===== src/rtl/cmos_pkg.sv =====
// Shared types and constants for the OV5640 DVP capture path.
package cmos_pkg;

  localparam int unsigned COORD_W = 12;
  localparam int unsigned PIX_W   = 16;

  localparam logic [COORD_W-1:0] COORD_MAX = '1;

  typedef enum logic [1:0] {
    ST_WAIT_CFG = 2'd0,
    ST_SKIP     = 2'd1,
    ST_WAIT_VS  = 2'd2,
    ST_ACTIVE   = 2'd3
  } cap_state_t;

  function automatic logic [COORD_W-1:0] sat_inc(input logic [COORD_W-1:0] v);
    return (v == COORD_MAX) ? v : v + 1'b1;
  endfunction

endpackage


===== src/rtl/dvp_byte_packer.sv =====
// Registers the DVP pins once, pairs bytes into RGB565 words and flags
// lines that end on an unpaired byte.
module dvp_byte_packer
  import cmos_pkg::*;
(
  input  logic             i_clk,
  input  logic             i_rst_n,
  input  logic             i_vsync,
  input  logic             i_href,
  input  logic [7:0]       i_db,
  output logic             o_vs,
  output logic             o_href,
  output logic             o_href_fall,
  output logic             o_pix_valid,
  output logic [PIX_W-1:0] o_pix_data,
  output logic             o_odd_drop
);

  logic       r_vs;
  logic       r_href;
  logic       r_href_d;
  logic [7:0] r_db;
  logic [7:0] r_hi;
  logic       r_tog;

  always_ff @(posedge i_clk or negedge i_rst_n) begin
    if (!i_rst_n) begin
      r_vs     <= 1'b0;
      r_href   <= 1'b0;
      r_href_d <= 1'b0;
      r_db     <= '0;
      r_hi     <= '0;
      r_tog    <= 1'b0;
    end else begin
      r_vs     <= i_vsync;
      r_href   <= i_href;
      r_db     <= i_db;
      r_href_d <= r_href;
      if (!r_href) begin
        r_tog <= 1'b0;
      end else begin
        r_tog <= ~r_tog;
        if (!r_tog) r_hi <= r_db;
      end
    end
  end

  // r_tog still holds the line's byte parity on the first cycle after href falls
  assign o_vs        = r_vs;
  assign o_href      = r_href;
  assign o_href_fall = r_href_d & ~r_href;
  assign o_pix_valid = r_href & r_tog;
  assign o_pix_data  = {r_hi, r_db};
  assign o_odd_drop  = o_href_fall & r_tog;

endmodule


===== src/rtl/cmos_rgb565_capture.sv =====
// OV5640 DVP capture: config gating, frame skip, RGB565 pixel stream with
// coordinates and markers, and per-frame geometry checking.
module cmos_rgb565_capture
  import cmos_pkg::*;
#(
  parameter int unsigned H_RES       = 1280,
  parameter int unsigned V_RES       = 720,
  parameter int unsigned SKIP_FRAMES = 10,
  parameter bit          VS_ACTIVE   = 1'b1
) (
  input  logic               cmos_pclk,
  input  logic               I_rst_n,
  input  logic               I_cfg_done,
  input  logic               cmos_vsync,
  input  logic               cmos_href,
  input  logic [7:0]         cmos_db,
  output logic               O_pix_valid,
  output logic [PIX_W-1:0]   O_pix_data,
  output logic               O_sof,
  output logic               O_eol,
  output logic [COORD_W-1:0] O_x,
  output logic [COORD_W-1:0] O_y,
  output logic               O_frame_done,
  output logic               O_frame_err,
  output logic [15:0]        O_frame_cnt
);

  localparam logic [COORD_W-1:0] LP_H_RES  = COORD_W'(H_RES);
  localparam logic [COORD_W-1:0] LP_H_LAST = COORD_W'(H_RES - 1);
  localparam logic [COORD_W-1:0] LP_V_RES  = COORD_W'(V_RES);
  localparam logic [7:0]         LP_SKIP   = 8'(SKIP_FRAMES);

  logic               w_vs;
  logic               w_href;
  logic               w_href_fall;
  logic               w_pix_valid;
  logic [PIX_W-1:0]   w_pix_data;
  logic               w_odd_drop;
  logic               w_vs_act;
  logic               w_vs_rise;
  logic               w_line_has_px;
  logic [COORD_W-1:0] w_y_closed;

  logic               r_cfg_meta;
  logic               r_cfg_sync;
  logic               r_vs_act_d;
  logic [7:0]         r_skip_cnt;
  logic [COORD_W-1:0] r_x;
  logic [COORD_W-1:0] r_y;
  cap_state_t         r_state;
  cap_state_t         w_state_nxt;

  dvp_byte_packer u_packer (
    .i_clk       (cmos_pclk),
    .i_rst_n     (I_rst_n),
    .i_vsync     (cmos_vsync),
    .i_href      (cmos_href),
    .i_db        (cmos_db),
    .o_vs        (w_vs),
    .o_href      (w_href),
    .o_href_fall (w_href_fall),
    .o_pix_valid (w_pix_valid),
    .o_pix_data  (w_pix_data),
    .o_odd_drop  (w_odd_drop)
  );

  assign w_vs_act      = (w_vs == VS_ACTIVE);
  assign w_vs_rise     = w_vs_act & ~r_vs_act_d;
  assign w_line_has_px = (r_x != '0);
  // A line closing on the same cycle as vsync counts toward this frame
  assign w_y_closed    = (w_href_fall && w_line_has_px) ? sat_inc(r_y) : r_y;

  always_comb begin
    w_state_nxt = r_state;
    if (!r_cfg_sync) begin
      w_state_nxt = ST_WAIT_CFG;
    end else begin
      case (r_state)
        ST_WAIT_CFG: w_state_nxt = ST_SKIP;
        ST_SKIP:     if (r_skip_cnt == LP_SKIP) w_state_nxt = ST_WAIT_VS;
        ST_WAIT_VS:  if (w_vs_rise) w_state_nxt = ST_ACTIVE;
        ST_ACTIVE:   w_state_nxt = ST_ACTIVE;
        default:     w_state_nxt = ST_WAIT_CFG;
      endcase
    end
  end

  always_ff @(posedge cmos_pclk or negedge I_rst_n) begin
    if (!I_rst_n) begin
      r_cfg_meta   <= 1'b0;
      r_cfg_sync   <= 1'b0;
      r_vs_act_d   <= 1'b1;  // no spurious vsync edge straight out of reset
      r_skip_cnt   <= '0;
      r_x          <= '0;
      r_y          <= '0;
      r_state      <= ST_WAIT_CFG;
      O_pix_valid  <= 1'b0;
      O_pix_data   <= '0;
      O_sof        <= 1'b0;
      O_eol        <= 1'b0;
      O_x          <= '0;
      O_y          <= '0;
      O_frame_done <= 1'b0;
      O_frame_err  <= 1'b0;
      O_frame_cnt  <= '0;
    end else begin
      r_cfg_meta   <= I_cfg_done;
      r_cfg_sync   <= r_cfg_meta;
      r_vs_act_d   <= w_vs_act;
      r_state      <= w_state_nxt;
      O_pix_valid  <= 1'b0;
      O_sof        <= 1'b0;
      O_eol        <= 1'b0;
      O_frame_done <= 1'b0;

      if (!r_cfg_sync || r_state == ST_WAIT_CFG) begin
        r_skip_cnt <= '0;
        r_x        <= '0;
        r_y        <= '0;
      end else begin
        if (r_state == ST_SKIP && w_vs_rise && r_skip_cnt != LP_SKIP)
          r_skip_cnt <= r_skip_cnt + 1'b1;

        if (r_state == ST_ACTIVE) begin
          if (w_pix_valid) begin
            O_pix_valid <= 1'b1;
            O_pix_data  <= w_pix_data;
            O_x         <= r_x;
            O_y         <= r_y;
            O_sof       <= (r_x == '0) && (r_y == '0);
            O_eol       <= (r_x == LP_H_LAST);
            r_x         <= sat_inc(r_x);
          end

          if (w_href_fall) begin
            r_x <= '0;
            if (w_line_has_px) begin
              r_y <= sat_inc(r_y);
              if (r_x != LP_H_RES) O_frame_err <= 1'b1;
            end
            if (w_odd_drop) O_frame_err <= 1'b1;
          end

          if (w_href && w_vs_act) O_frame_err <= 1'b1;

          if (w_vs_rise) begin
            r_y          <= '0;
            O_frame_done <= 1'b1;
            O_frame_cnt  <= O_frame_cnt + 1'b1;
            if (w_y_closed != LP_V_RES) O_frame_err <= 1'b1;
          end
        end
      end
    end
  end

endmodule


===== config.mk =====
export PLATFORM = sky130hd
export DESIGN_NAME = cmos_rgb565_capture
export DESIGN_NICKNAME = d
export VERILOG_FILES = /design/src/rtl/cmos_pkg.sv /design/src/rtl/dvp_byte_packer.sv /design/src/rtl/cmos_rgb565_capture.sv
export SDC_FILE = /design/constraint.sdc
export NUM_CORES = 1
export LEC_CHECK = 0
export BUFFER_PORTS_ARGS = -buffer_cell sky130_fd_sc_hd__buf_2
export CELL_PAD_IN_SITES_DETAIL_PLACEMENT = 0
export CELL_PAD_IN_SITES_GLOBAL_PLACEMENT = 1
export CORE_AREA = 3 3 122 124
export CTS_CLUSTER_DIAMETER = 120
export DETAILED_ROUTE_END_ITERATION = 8
export DIE_AREA = 0 0 125 127
export GPL_TIMING_DRIVEN = 0
export PLACE_DENSITY = 0.79
export SKIP_LAST_GASP = 1
export SLEW_MARGIN = 20
export SYNTH_ARGS = -nofsm -noshare
export SYNTH_HDL_FRONTEND = slang
export SYNTH_HIERARCHICAL = 1
export SYNTH_SLANG_ARGS = --single-unit

===== constraint.sdc =====
create_clock -name cmos_pclk -period 2 [get_ports cmos_pclk]
set_input_delay 0.2 -clock cmos_pclk [delete_from_list [all_inputs] [get_ports cmos_pclk]]
set_output_delay 0.2 -clock cmos_pclk [all_outputs]
set_load 0.005 [all_outputs]

# == Yosys cells after proc, flatten, opt, wreduce, memory -nomap -nowiden ==
# Cells that the tools add are included.
# totals
output_inout_bits,61
word_cells,108
input_bits,13
regBits,118
# op_classes
add_sub_neg,4
n_reduce_logical,23
n_eq_ne,13
muxes,38
bitwise,8
# ops
cell,count
$mux W12,12
$add A12 B1 Y12 const B,2
$eq A12 B12 Y1 const B,2
$logic_not A12 Y1,2
$mux W1,20
$add A16 B1 Y16 const B,1
$mux W8,2
$eq A12 B11 Y1 const B,1
$ne A12 B10 Y1 const B,1
$ne A12 B11 Y1 const B,1
$reduce_and A3 Y1,4
$reduce_bool A12 Y1,1
$reduce_bool A3 Y1,3
$add A8 B1 Y8 const B,1
$eq A8 B4 Y1 const B,1
$ne A8 B4 Y1 const B,1
$pmux W2 S4,1
$mux W2,3
$ne A3 B3 Y1 const B,2
$reduce_and A2 Y1,3
$logic_and A1 B1 Y1,5
$and A1 B1 Y1,4
$eq A2 B2 Y1 const B,2
$not A1 Y1,4
other kinds (6),7

# == Logic depth before layout (Yosys ltp) ==
# Gate-level depths: netlist (run 1).
# logic_depth
depth_word,8
mapped_depth,9
depth_no_buf,8

# == Hierarchy ==
# Netlist (run 1), hierarchy kept.
# modules_own_cells
module,n_inst,cells_per_inst,seq_area_each_um2,area_per_inst_um2
cmos_rgb565_capture,1,423,2453.6,4593.2
dvp_byte_packer,1,33,500.5,668.1

# == Worst setup path after synthesis (run 1) ==
# No wires, ideal clock.
# synth_path
kind,register to register
startpoint,register r_y[1]
endpoint,register O_frame_err
path_stages_with_launch,9
setup_slack_ps,100
setup_time_ps,138
required_ps,1862
arrival_time_ps,1762
period_less_slack_ps,1900
path_buffers,1
cell_sequence,dfrtp_1 -> ha_1 -> and3_1 -> clkbuf_1 -> nand3_1 -> nand4_1 -> xor2_1 -> a221oi_1 -> o211ai_1
# synth_via
elab_chain_len,6
elab_cells_between_ends,7
cone_classes,add/sub (1); eq/ne (2); mux (4)
# synth_lines
item,line_no,text
from (decl),cmos_rgb565_capture.sv:49,logic [COORD_W-1:0] r_y;
from (signal assigned),cmos_rgb565_capture.sv:138,r_y <= sat_inc(r_y);
$add A12 B1 Y12 / $eq A12 B12 Y1 (equally long branches),cmos_pkg.sv:17,return (v == COORD_MAX) ? v : v + 1'b1;
$mux W12,n/a,
$mux W12 *,cmos_rgb565_capture.sv:71,assign w_y_closed = (w_href_fall && w_line_has_px) ? sat_inc(r_y) : r_y;
$ne A12 B10 Y1 *,cmos_rgb565_capture.sv:150,if (w_y_closed != LP_V_RES) O_frame_err <= 1'b1;
$mux W1 *,cmos_rgb565_capture.sv:150,
$mux W1 *,cmos_rgb565_capture.sv:146,if (w_vs_rise) begin
to (signal assigned),cmos_rgb565_capture.sv:141,if (w_odd_drop) O_frame_err <= 1'b1;
to (signal assigned),cmos_rgb565_capture.sv:144,if (w_href && w_vs_act) O_frame_err <= 1'b1;
to (signal assigned),cmos_rgb565_capture.sv:150,
to (decl),cmos_rgb565_capture.sv:24,"output logic O_frame_err,"
# Every way passes the cells marked *; elsewhere a longest branch is shown, timed or not.
# A chain may end at the register's enable or synchronous reset.

# == Worst setup path in the final report (run 1) ==
# layout_path
startpoint,register r_x[0]
endpoint,register O_frame_err
# layout_via
elab_chain_len,8
elab_cells_between_ends,12
cone_classes,eq/ne (2); mux (8); reduce/logical (2)
# layout_lines
item,line_no,text
from (decl),cmos_rgb565_capture.sv:48,logic [COORD_W-1:0] r_x;
from (signal assigned),cmos_rgb565_capture.sv:132,r_x <= sat_inc(r_x);
$ne A12 B11 Y1,cmos_rgb565_capture.sv:139,if (r_x != LP_H_RES) O_frame_err <= 1'b1;
$mux W1,cmos_rgb565_capture.sv:139,
$mux W1,cmos_rgb565_capture.sv:137,if (w_line_has_px) begin
$mux W1,cmos_rgb565_capture.sv:141,
$mux W1,cmos_rgb565_capture.sv:135,if (w_href_fall) begin
$mux W1,cmos_rgb565_capture.sv:144,
$mux W1,cmos_rgb565_capture.sv:150,
$mux W1 *,cmos_rgb565_capture.sv:146,
to (signal assigned),cmos_rgb565_capture.sv:139,
to (signal assigned),cmos_rgb565_capture.sv:144,
to (signal assigned),cmos_rgb565_capture.sv:150,
# Marked as above.

==> results of run 1 <==
[metrics by stage]
stage	TNS, ns	area (um2)	hold slack [ns]	std cells
floorplan	0	5260	-0.0956	456
global placement	-85.33	5850	0.308	709
detailed placement	-4.16	5890	0.163	710
CTS	-0.0890	6660	0.287	754
global route	-0.230	6870	0.319	768
finish	0	6870	0.269	768
[placed cells by master (no fill, tap or decap), types with 4 or more instances in the layout]
cell type and count:
and3_1 7, dlygate4sd3_1 12, mux2_4 8, dfrtp_1 111
clkinv_2 5, ha_1 6, buf_2 79, xnor2_1 21
clkbuf_1 5, buf_4 20, nor2_1 28, o21ai_0 19
xor2_1 11, nand4_1 17, clkinv_4 4, nor3_1 21
a21oi_1 11, o31ai_1 4, inv_1 9, nand3_1 13
mux2_2 35, nand2_1 39, clkbuf_16 17, dfrtp_2 6
[report_power, final]
part,internal [mW],switching [mW],total [mW],leakage [nW]
sequential,2.53,0.0996,2.63,1.57
combinational,0.286,0.287,0.573,1.39
clock,1.92,1.09,3.01,0.296
[timing repair]
action / CTS / global route
hold buffers: 12 / 0
pin swaps: 1 / 13
setup endpoints to repair: 37 / 30
buffers inserted: 1 / 17
resized for setup: 14 / 31
hold endpoints to repair: 54 / 0
[how the worst min path moves through the flow]
stage | endpoint | depth (start not counted)
after floorplan | O_eol | 0
after global placement | u_packer/r_db[6] | 1
after detailed placement | O_x[3] | 1
after CTS | O_x[3] | 2
after global routing | O_x[2] | 2
final | O_x[3] | 2
[critical path: stages, from the launching register on]
cell and delay (ns):
dfrtp_1 0.35, inv_1 0.08, ha_1 0.21, nor4b_4 0.13, buf_4 0.15, a31oi_4 0.31
buf_4 0.18, buf_4 0.10, nand4_1 0.08, o211ai_1 0.13, o211ai_1 0.12
[routing by layer]
metal | GRT usage (%) | routed length, um | vias up
li1 | - | - | 1856
met5 | 0 | 0 | -
met2 | 23.9 | 5640 | 104
met3 | 4.01 | 521 | 15
met4 | 7.21 | 215 | 0
met1 | 20.7 | 5550 | 1884
[final cells by class]
type | instances | area (um2) | area share [%]
Clock inverter | 12 | 128 | 1.86
Tap cell | 180 | 225 | 3.28
Inverter | 10 | 40.0 | 0.582
Buffer | 18 | 101 | 1.47
Sequential cell | 118 | 2960 | 43.1
Clock buffer | 20 | 467 | 6.79
Timing Repair Buffer | 104 | 654 | 9.52
Multi-Input combinational cell | 306 | 2300 | 33.4
[Yosys cell counts (4+ instances only)]
cell / instances
o21ai_0: 20
xor2_1: 11
nor2_1: 31
dfrtp_1: 117
ha_1: 7
buf_2: 8
nor4_1: 6
nand2_1: 39
nand4_1: 17
xnor2_1: 21
nand3_1: 14
a21oi_1: 12
a31oi_1: 4
and3_1: 8
nor3_1: 21
mux2_4: 8
o31ai_1: 4
clkbuf_1: 11
inv_1: 9
mux2_2: 35
[state kept, by name (all words and copies together), names as in the netlist, 2 cells and up]
register / count
u_packer/r_db: 8
O_frame_cnt: 16
r_y: 12
r_skip_cnt: 8
r_x: 12
O_pix_data: 16
u_packer/r_hi: 8
O_y: 12
r_state: 2
O_x: 12
[logic make-up (layout without fill, tap and decap cells)]
group / count (synthesis) / after routing / synth area share (%)
xor+xnor: 32 / 32 / 5.33
flops: 118 / 118 / 56.1
compound gates: 64 / 64 / 8.30
buf+inv: 32 / 164 / 2.76
simple gates: 158 / 158 / 15.6
fa+ha+maj: 7 / 7 / 1.66
mux: 45 / 45 / 10.2
==> flow_metrics.tcl, run 1 <==
set metrics [dict create \
    synth_area_leaders "dfrtp_1 (56%), mux2_2 (7.5%), xnor2_1 (3.5%)" \
    place_congestion 0.857 \
    setup_viol 0 \
    slew_violations 0 \
    die_x_um 125 \
    ioPinCount 74 \
    final_core_utilization_pct 49.5 \
    required_ns 2.28 \
    rrSetupSlack_ns 0.04 \
    cp.arrival_ns 2.25 \
    cts_root_buffer "clkbuf_16" \
    netlist_instances 456 \
    critPathKind "reg -> reg" \
    finalCritPeriodShare_pct 98.1 \
    synth_ff_type "dfrtp_1" \
    yosysTopAreaCellShare_pct 55.6 \
    clk_pin_slew_ns 0.05 \
    dp.final_hpwl_mm 8.03 \
    num_rows 43 \
    crit_path_end "O_frame_err" \
    vdd_drop_max_mv 0.512 \
    min_path_type "in -> async" \
    cp_max_fo 5 \
    p_per_area_nw_per_um2 904 \
    initial_core_util_pct 37.9 \
    crit_path_start "r_x[0]" \
    cts_tree "built" \
    drtIter0Drc 274 \
    timing.rr.start "r_x[0]" \
    finalHoldViolCount 0 \
    synth_top_area_cell "dfrtp_1" \
    clock_skew_ns 0.0120 \
    nets 595 \
    grt_use_total_pct 15.5 \
    slew_headroom_pct 61.2 \
    ys_types 55 \
    antenna_found_initial 0 \
    post-route-drc-count 0 \
    worstMarginPinSlew_ns 0.577 \
    status "finished, final reports clean" \
    yosysSeqAreaShare_pct 56.1 \
    vias_per_cell 5.02 \
    cts_buffers 17 \
    clock_latency_ns 0.42 \
    yosysWarningCount 6 \
    syn_nets 476 \
    io_buffers 73 \
    h-tree-depth 4 \
    antenna_cells 0 \
    min_period_ns 1.96 \
    synth_seq_cells 118 \
    clk_path_buf_depth 2 \
    power_mw 6.21 \
    area_delta_synth_final_pct 30.7 \
    wirelength_mm 11.9 \
    first_pass_iters 5 \
    startpoint_type "flop" \
    grt_pass1_wl_mm 19.7 \
    setup_slack_ns 0.0378 \
    drv_cap 0 \
    synth_edf_count 0 \
    fillers 1274 \
    grt_pass1_vias 3920 \
    p_leak_nw 3.26 \
    syn-cell-area_um2 5260 \
    core_um2 13900 \
    async_flop_share_pct 100 \
    r2r-end "O_frame_err" \
    grt_overflow 0 \
    dieArea_um2 15900 \
    vias 3859 \
    syn_area_per_cell_um2 11.5 \
    fp.dieH_um 127 \
    wl_per_cell_um 15.5 \
    rsz0062_at_grt "true" \
    fmaxAchievable_ghz 0.510 \
    pre_cts_slack_ns -0.297 \
    reg2reg_depth 10 \
    cp-end-kind "flop" \
    cts.sinks 118 \
    grt_max_degree 75 \
    drtAntennaViolNets 0 \
    layout-drive-gt1-share_pct 37.2 \
]
(Power assumes the default switching activity.)
==> run 2: changes to the inputs <==
==> constraint.sdc (replaced) <==
create_clock -name cmos_pclk -period 1.6 [get_ports cmos_pclk]
set_input_delay 0.16 -clock cmos_pclk [delete_from_list [all_inputs] [get_ports cmos_pclk]]
set_output_delay 0.16 -clock cmos_pclk [all_outputs]
set_load 0.005 [all_outputs]
==> run 2 against run 1 <==
Compared with the run above: the flow now finishes with violations (setup timing); first-iteration DRC count decreased by 29%; via count rose by 6.0%; worst hold slack gained 0.021 ns; wire length increased by 10%; sequential share of layout area down 4.5 points; clock-buffer cell count rose by 1; critical path type unchanged; cell area grew 12%; core utilization is 5.9 points higher.
==> flow_metrics.tcl, run 2 (synthesis gave the netlist of run 1 again) <==
set metrics [dict create \
    startpoint_type "flop" \
    vias_per_cell 5.10 \
    cp_top_family "simple AND/OR/NAND/NOR gates" \
    cp.arrival_ns 2.12 \
    clockPowerShare_pct 47.2 \
    wl_per_cell_um 16.4 \
    p_leak_nw 3.62 \
    dp.final_hpwl_mm 8.07 \
    mostFrequentLayoutCell "dfrtp_1" \
    drtIter0Drc 194 \
    cts_tree "built" \
    die_x_um 125 \
    min_path_type "in -> async" \
    max_stage_delay_ns 0.42 \
    grt_use_total_pct 16.5 \
    num_rows 43 \
    antenna_found_initial 0 \
    crit_path_start "r_y[0]" \
    p_seq_share_pct 41.5 \
    finalHoldViolCount 0 \
    finalCritPeriodShare_pct 115 \
    clock_skew_ns 0.0164 \
    power_frac_comb_pct 11.3 \
    post-route-drc-count 0 \
    dieArea_um2 15900 \
    status "complete, but fails checks" \
    p_sw_mw 1.93 \
    place_congestion 0.875 \
    swShare_pct 24.3 \
    core_um2 13900 \
    ioPinCount 74 \
    initial_core_util_pct 37.9 \
    setup_slack_ns -0.237 \
    first_pass_iters 4 \
    h-tree-depth 4 \
    vias 4091 \
    setup_viol 33 \
    worst-path-buf-inv 1 \
    layout-drive-gt1-share_pct 51.3 \
    antenna_cells 0 \
    cts_root_buffer "clkbuf_16" \
    grt_pass1_vias 4110 \
    drtAntennaViolNets 0 \
    grt_max_degree 62 \
    io_buffers 73 \
    cts_buffers 17 \
    grt_pass1_wl_mm 21.1 \
    grt_overflow 0 \
    slew_headroom_pct 62.0 \
    drv_cap 0 \
    clock_latency_ns 0.42 \
    worstMarginPinSlew_ns 0.569 \
    cp-end-kind "flop" \
    p_per_area_nw_per_um2 1030 \
    vdd_drop_max_mv 0.754 \
    top_regs "O_frame_cnt x16, O_pix_data x16" \
    pre_cts_slack_ns -0.501 \
    critPathKind "reg -> reg" \
    nets 629 \
    min_period_ns 1.84 \
    area_delta_synth_final_pct 46.3 \
    cts.sinks 118 \
    cp_cell_sequence "ha_4 > buf_4 > or2_2 > a21oi_2 > o21ai_1 > nor4_2 > o211ai_1" \
    final_cell_mix "dfrtp_1 (103), buf_2 (73), buf_4 (48)" \
    timing.hold.ws_ns 0.289 \
    cp_slowest_cell "dfrtp_1" \
    cp_max_fo 5 \
    clk_pin_slew_ns 0.05 \
    final_core_utilization_pct 55.4 \
    timing.rr.start "r_y[0]" \
    required_ns 1.88 \
    wirelength_mm 13.1 \
    rsz0062_at_grt "true" \
    violations "setup timing" \
    fp.dieH_um 127 \
    fmaxAchievable_ghz 0.544 \
    slew_violations 0 \
    p_int_mw 6.00 \
    clk_path_buf_depth 2 \
]
## run 2: per-stage QoR
stage | cells | area [um2] | setup TNS (ns) | power, mW
floorplan | 456 | 5380 | -0.776 | 3.69
global placement | 709 | 5970 | -142.64 | 3.97
detailed placement | 710 | 6010 | -19.26 | 4.00
CTS | 787 | 7280 | -4.66 | 7.92
global route | 802 | 7700 | -8.10 | 8.27
finish | 802 | 7700 | -4.98 | 7.93
## run 2: power by group through the flow
stage | clock, mW | combinational [mW] | sequential, mW
5_1_grt | 3.98 | 0.978 | 3.31
2_1_floorplan | 0 | 0.369 | 3.32
3_5_place_dp | 0 | 0.663 | 3.34
4_1_cts | 3.81 | 0.820 | 3.29
3_3_place_gp | 0 | 0.639 | 3.33
6_report | 3.74 | 0.895 | 3.29
## run 2: timing repair
item                                    4_1_cts  5_1_grt
pin swaps                                    34       26
endpoints found under the hold margin        71        0
hold buffers                                 12        0
endpoints found under the setup margin       82       70
gates resized for setup                      82       67
buffers inserted                             36       18
gates cloned                                  1        1
## run 2: final cells by class
cell class | count | area, um2
Clock inverter | 11 | 125
Buffer | 16 | 156
Multi-Input combinational cell | 306 | 2700
Tap cell | 180 | 225
Sequential cell | 118 | 2970
Fill cell | 1168 | 6180
Clock buffer | 21 | 460
Inverter | 10 | 52.6
Timing Repair Buffer | 140 | 1000
## run 2: worst paths after layout
check	slack, ns	cells after the start	end
hold / removal	0.29	2	O_x[8]
hold reg to reg	0.35	0	r_cfg_sync
setup reg to reg	-0.24	7	O_frame_err
max in group asynchronous	0.60	3	r_vs_act_d
min in group cmos_pclk	0.35	0	r_cfg_sync
setup / recovery	-0.24	7	O_frame_err
## run 2: layer usage
layer,vias up,global-route usage (%),part of all wire [%]
met5,-,0,0
met3,16,4.22,3.9
li1,1930,-,-
met1,2070,21.6,44
met4,0,5.80,1.3
met2,75,26.7,51
==> run 3: changes to the inputs <==
--- a/config.mk
+++ b/config.mk
@@ -8,10 +8,10 @@
 export BUFFER_PORTS_ARGS = -buffer_cell sky130_fd_sc_hd__buf_2
 export CELL_PAD_IN_SITES_DETAIL_PLACEMENT = 0
 export CELL_PAD_IN_SITES_GLOBAL_PLACEMENT = 1
-export CORE_AREA = 3 3 122 124
+export CORE_AREA = 10 10 129 131
 export CTS_CLUSTER_DIAMETER = 120
 export DETAILED_ROUTE_END_ITERATION = 8
-export DIE_AREA = 0 0 125 127
+export DIE_AREA = 0 0 139 141
 export GPL_TIMING_DRIVEN = 0
 export PLACE_DENSITY = 0.79
 export SKIP_LAST_GASP = 1
==> run 3 against run 2 <==
Compared with the run above: the run still ends with setup timing left; combinational power fell by 7.2%; final cell count decreased by 1.4%; fmax decreased by 0.33%; clock power barely moved; largest cell class unchanged; largest power group unchanged; highest routed layer unchanged.
==> flow_metrics.tcl, run 3 (synthesis gave the netlist of run 1 again) <==
set metrics [dict create \
    p_per_area_nw_per_um2 1070 \
    required_ns 1.95 \
    p_int_mw 5.81 \
    dp.final_hpwl_mm 8.65 \
    cp-end-kind "flop" \
    power_frac_comb_pct 10.6 \
    vias 4025 \
    cp_slowest_cell "dfrtp_2" \
    vias_per_cell 5.09 \
    min_period_ns 1.84 \
    power_mw 7.83 \
    clk_pin_slew_ns 0.06 \
    setup_viol 36 \
    startpoint_type "flop" \
    cts.sinks 118 \
    finalCritPeriodShare_pct 115 \
    cts_tree "built" \
    fp.dieH_um 141 \
    slew_violations 0 \
    worstMarginPinSlew_ns 0.564 \
    die_x_um 139 \
    grt_pass1_wl_mm 22.2 \
    io_buffers 73 \
    ioPinCount 74 \
    post-route-drc-count 0 \
    antenna_found_initial 0 \
    setup_slack_ns -0.243 \
    wirelength_mm 13.3 \
    p_sw_mw 2.02 \
    critPathKind "reg -> reg" \
    num_rows 44 \
    swShare_pct 25.9 \
    cp_max_fo 6 \
    initial_core_util_pct 37.0 \
    status "complete, but fails checks" \
    min_path_type "in -> async" \
    vdd_drop_max_mv 0.762 \
    drv_cap 0 \
    p_seq_share_pct 42.0 \
    cts_root_buffer "clkbuf_16" \
    clockPowerShare_pct 47.3 \
    grt_pass1_vias 4350 \
    top_regs "O_frame_cnt x16, O_pix_data x16" \
    h-tree-depth 4 \
    clock_latency_ns 0.42 \
    place_congestion 0.848 \
    grt_overflow 0 \
    fmaxAchievable_ghz 0.543 \
    finalHoldViolCount 0 \
    antenna_cells 0 \
    cp_cell_sequence "and2b_2 > a21boi_4 > and2b_1 > buf_6 > nand4_4 > or3_4 > a21oi_2" \
    clk_path_buf_depth 2 \
    timing.hold.ws_ns 0.260 \
    clock_skew_ns 0.00853 \
    grt_use_total_pct 13.8 \
    first_pass_iters 4 \
    layout-drive-gt1-share_pct 46.5 \
    final_cell_mix "dfrtp_1 (104), buf_2 (72), mux2_2 (35)" \
    drtIter0Drc 209 \
    max_stage_delay_ns 0.46 \
    fillers 1262 \
    cts_buffers 17 \
    violations "setup timing" \
    cp.arrival_ns 2.19 \
    area_delta_synth_final_pct 39.2 \
    core_um2 14200 \
    p_leak_nw 3.44 \
    rsz0062_at_grt "true" \
    drtAntennaViolNets 0 \
    grt_max_degree 65 \
    wl_per_cell_um 16.8 \
    nets 614 \
    dieArea_um2 19600 \
    slew_headroom_pct 62.4 \
    mostFrequentLayoutCell "dfrtp_1" \
]
-- run 3: changes by cell type in the layout (fill, tap and decap cells not counted), sizes merged --
cell | before | now
buf | 138 | 121
bufinv | 2 | 1
clkinvlp | 5 | 4
clkbuf | 27 | 26
clkinv | 4 | 3
inv | 10 | 16
-- run 3: area by class of cell --
cell class / instances / area (um2) / area share, %
Timing Repair Buffer: 123 / 823 / 11.2
Clock buffer: 18 / 439 / 6.00
Buffer: 18 / 154 / 2.10
Tap cell: 184 / 230 / 3.14
Clock inverter: 14 / 141 / 1.93
Inverter: 10 / 50.0 / 0.683
Multi-Input combinational cell: 306 / 2520 / 34.4
Sequential cell: 118 / 2970 / 40.6
-- run 3: worst max-delay path: cells and delay by family (launching register included) --
family / cells / cell delay [ns]
AO/OA/AOI/OAI: 2 / 0.31
buffers and inverters: 1 / 0.12
flip-flops: 1 / 0.46
AND/OR/NAND/NOR: 4 / 0.88
-- run 3: metal layers --
layer | GRT usage, % | vias up | share of wire [%]
li1 | - | 1895 | -
met1 | 16.4 | 2029 | 45
met2 | 22.8 | 84 | 49
met3 | 4.50 | 17 | 4.3
met4 | 5.55 | 0 | 1.3
met5 | 0 | - | 0
-- run 3: power by group through the flow --
stage / clock [mW] / sequential (mW) / combinational [mW]
5_1_grt: 3.95 / 3.32 / 0.912
6_report: 3.71 / 3.29 / 0.831
3_3_place_gp: 0 / 3.32 / 0.650
3_5_place_dp: 0 / 3.33 / 0.674
2_1_floorplan: 0 / 3.32 / 0.369
4_1_cts: 3.80 / 3.29 / 0.801
-- run 3: timing repair --
action                                  CTS  global route
endpoints found under the setup margin   84            70
hold buffers                             12             0
gates resized for setup                  73            27
pin swaps                                30            25
setup buffers                            27            11
hold endpoints to repair                 64             0
-- run 3: path summary, 6_finish.rpt --
| check | cells after the start | to | startpoint | slack, ns |
|---|---|---|---|---|
| worst max-delay path | 7 | r_skip_cnt[5] | r_state[1] | -0.24 |
| worst min-delay path | 2 | O_x[6] | I_rst_n | 0.26 |
| worst max register to register | 7 | r_skip_cnt[5] | r_state[1] | -0.24 |
| worst min register to register | 0 | r_cfg_sync | r_cfg_meta | 0.35 |
| max in group asynchronous | 3 | u_packer/o_href | I_rst_n | 0.64 |
| min in group cmos_pclk | 0 | r_cfg_sync | r_cfg_meta | 0.35 |
-- run 3: through the flow --
step,setup TNS (ns),instances,utilization (%),setup slack (ns),area [um2]
after floorplan,-0.776,456,-,-0.231,5380
after CTS,-3.92,781,50.4,-0.204,7150
after global routing,-8.92,791,51.6,-0.341,7320
final,-5.02,791,51.6,-0.243,7320
after detailed placement,-19.36,714,42.3,-0.482,6010
after global placement,-142.20,713,42.1,-1.26,5980
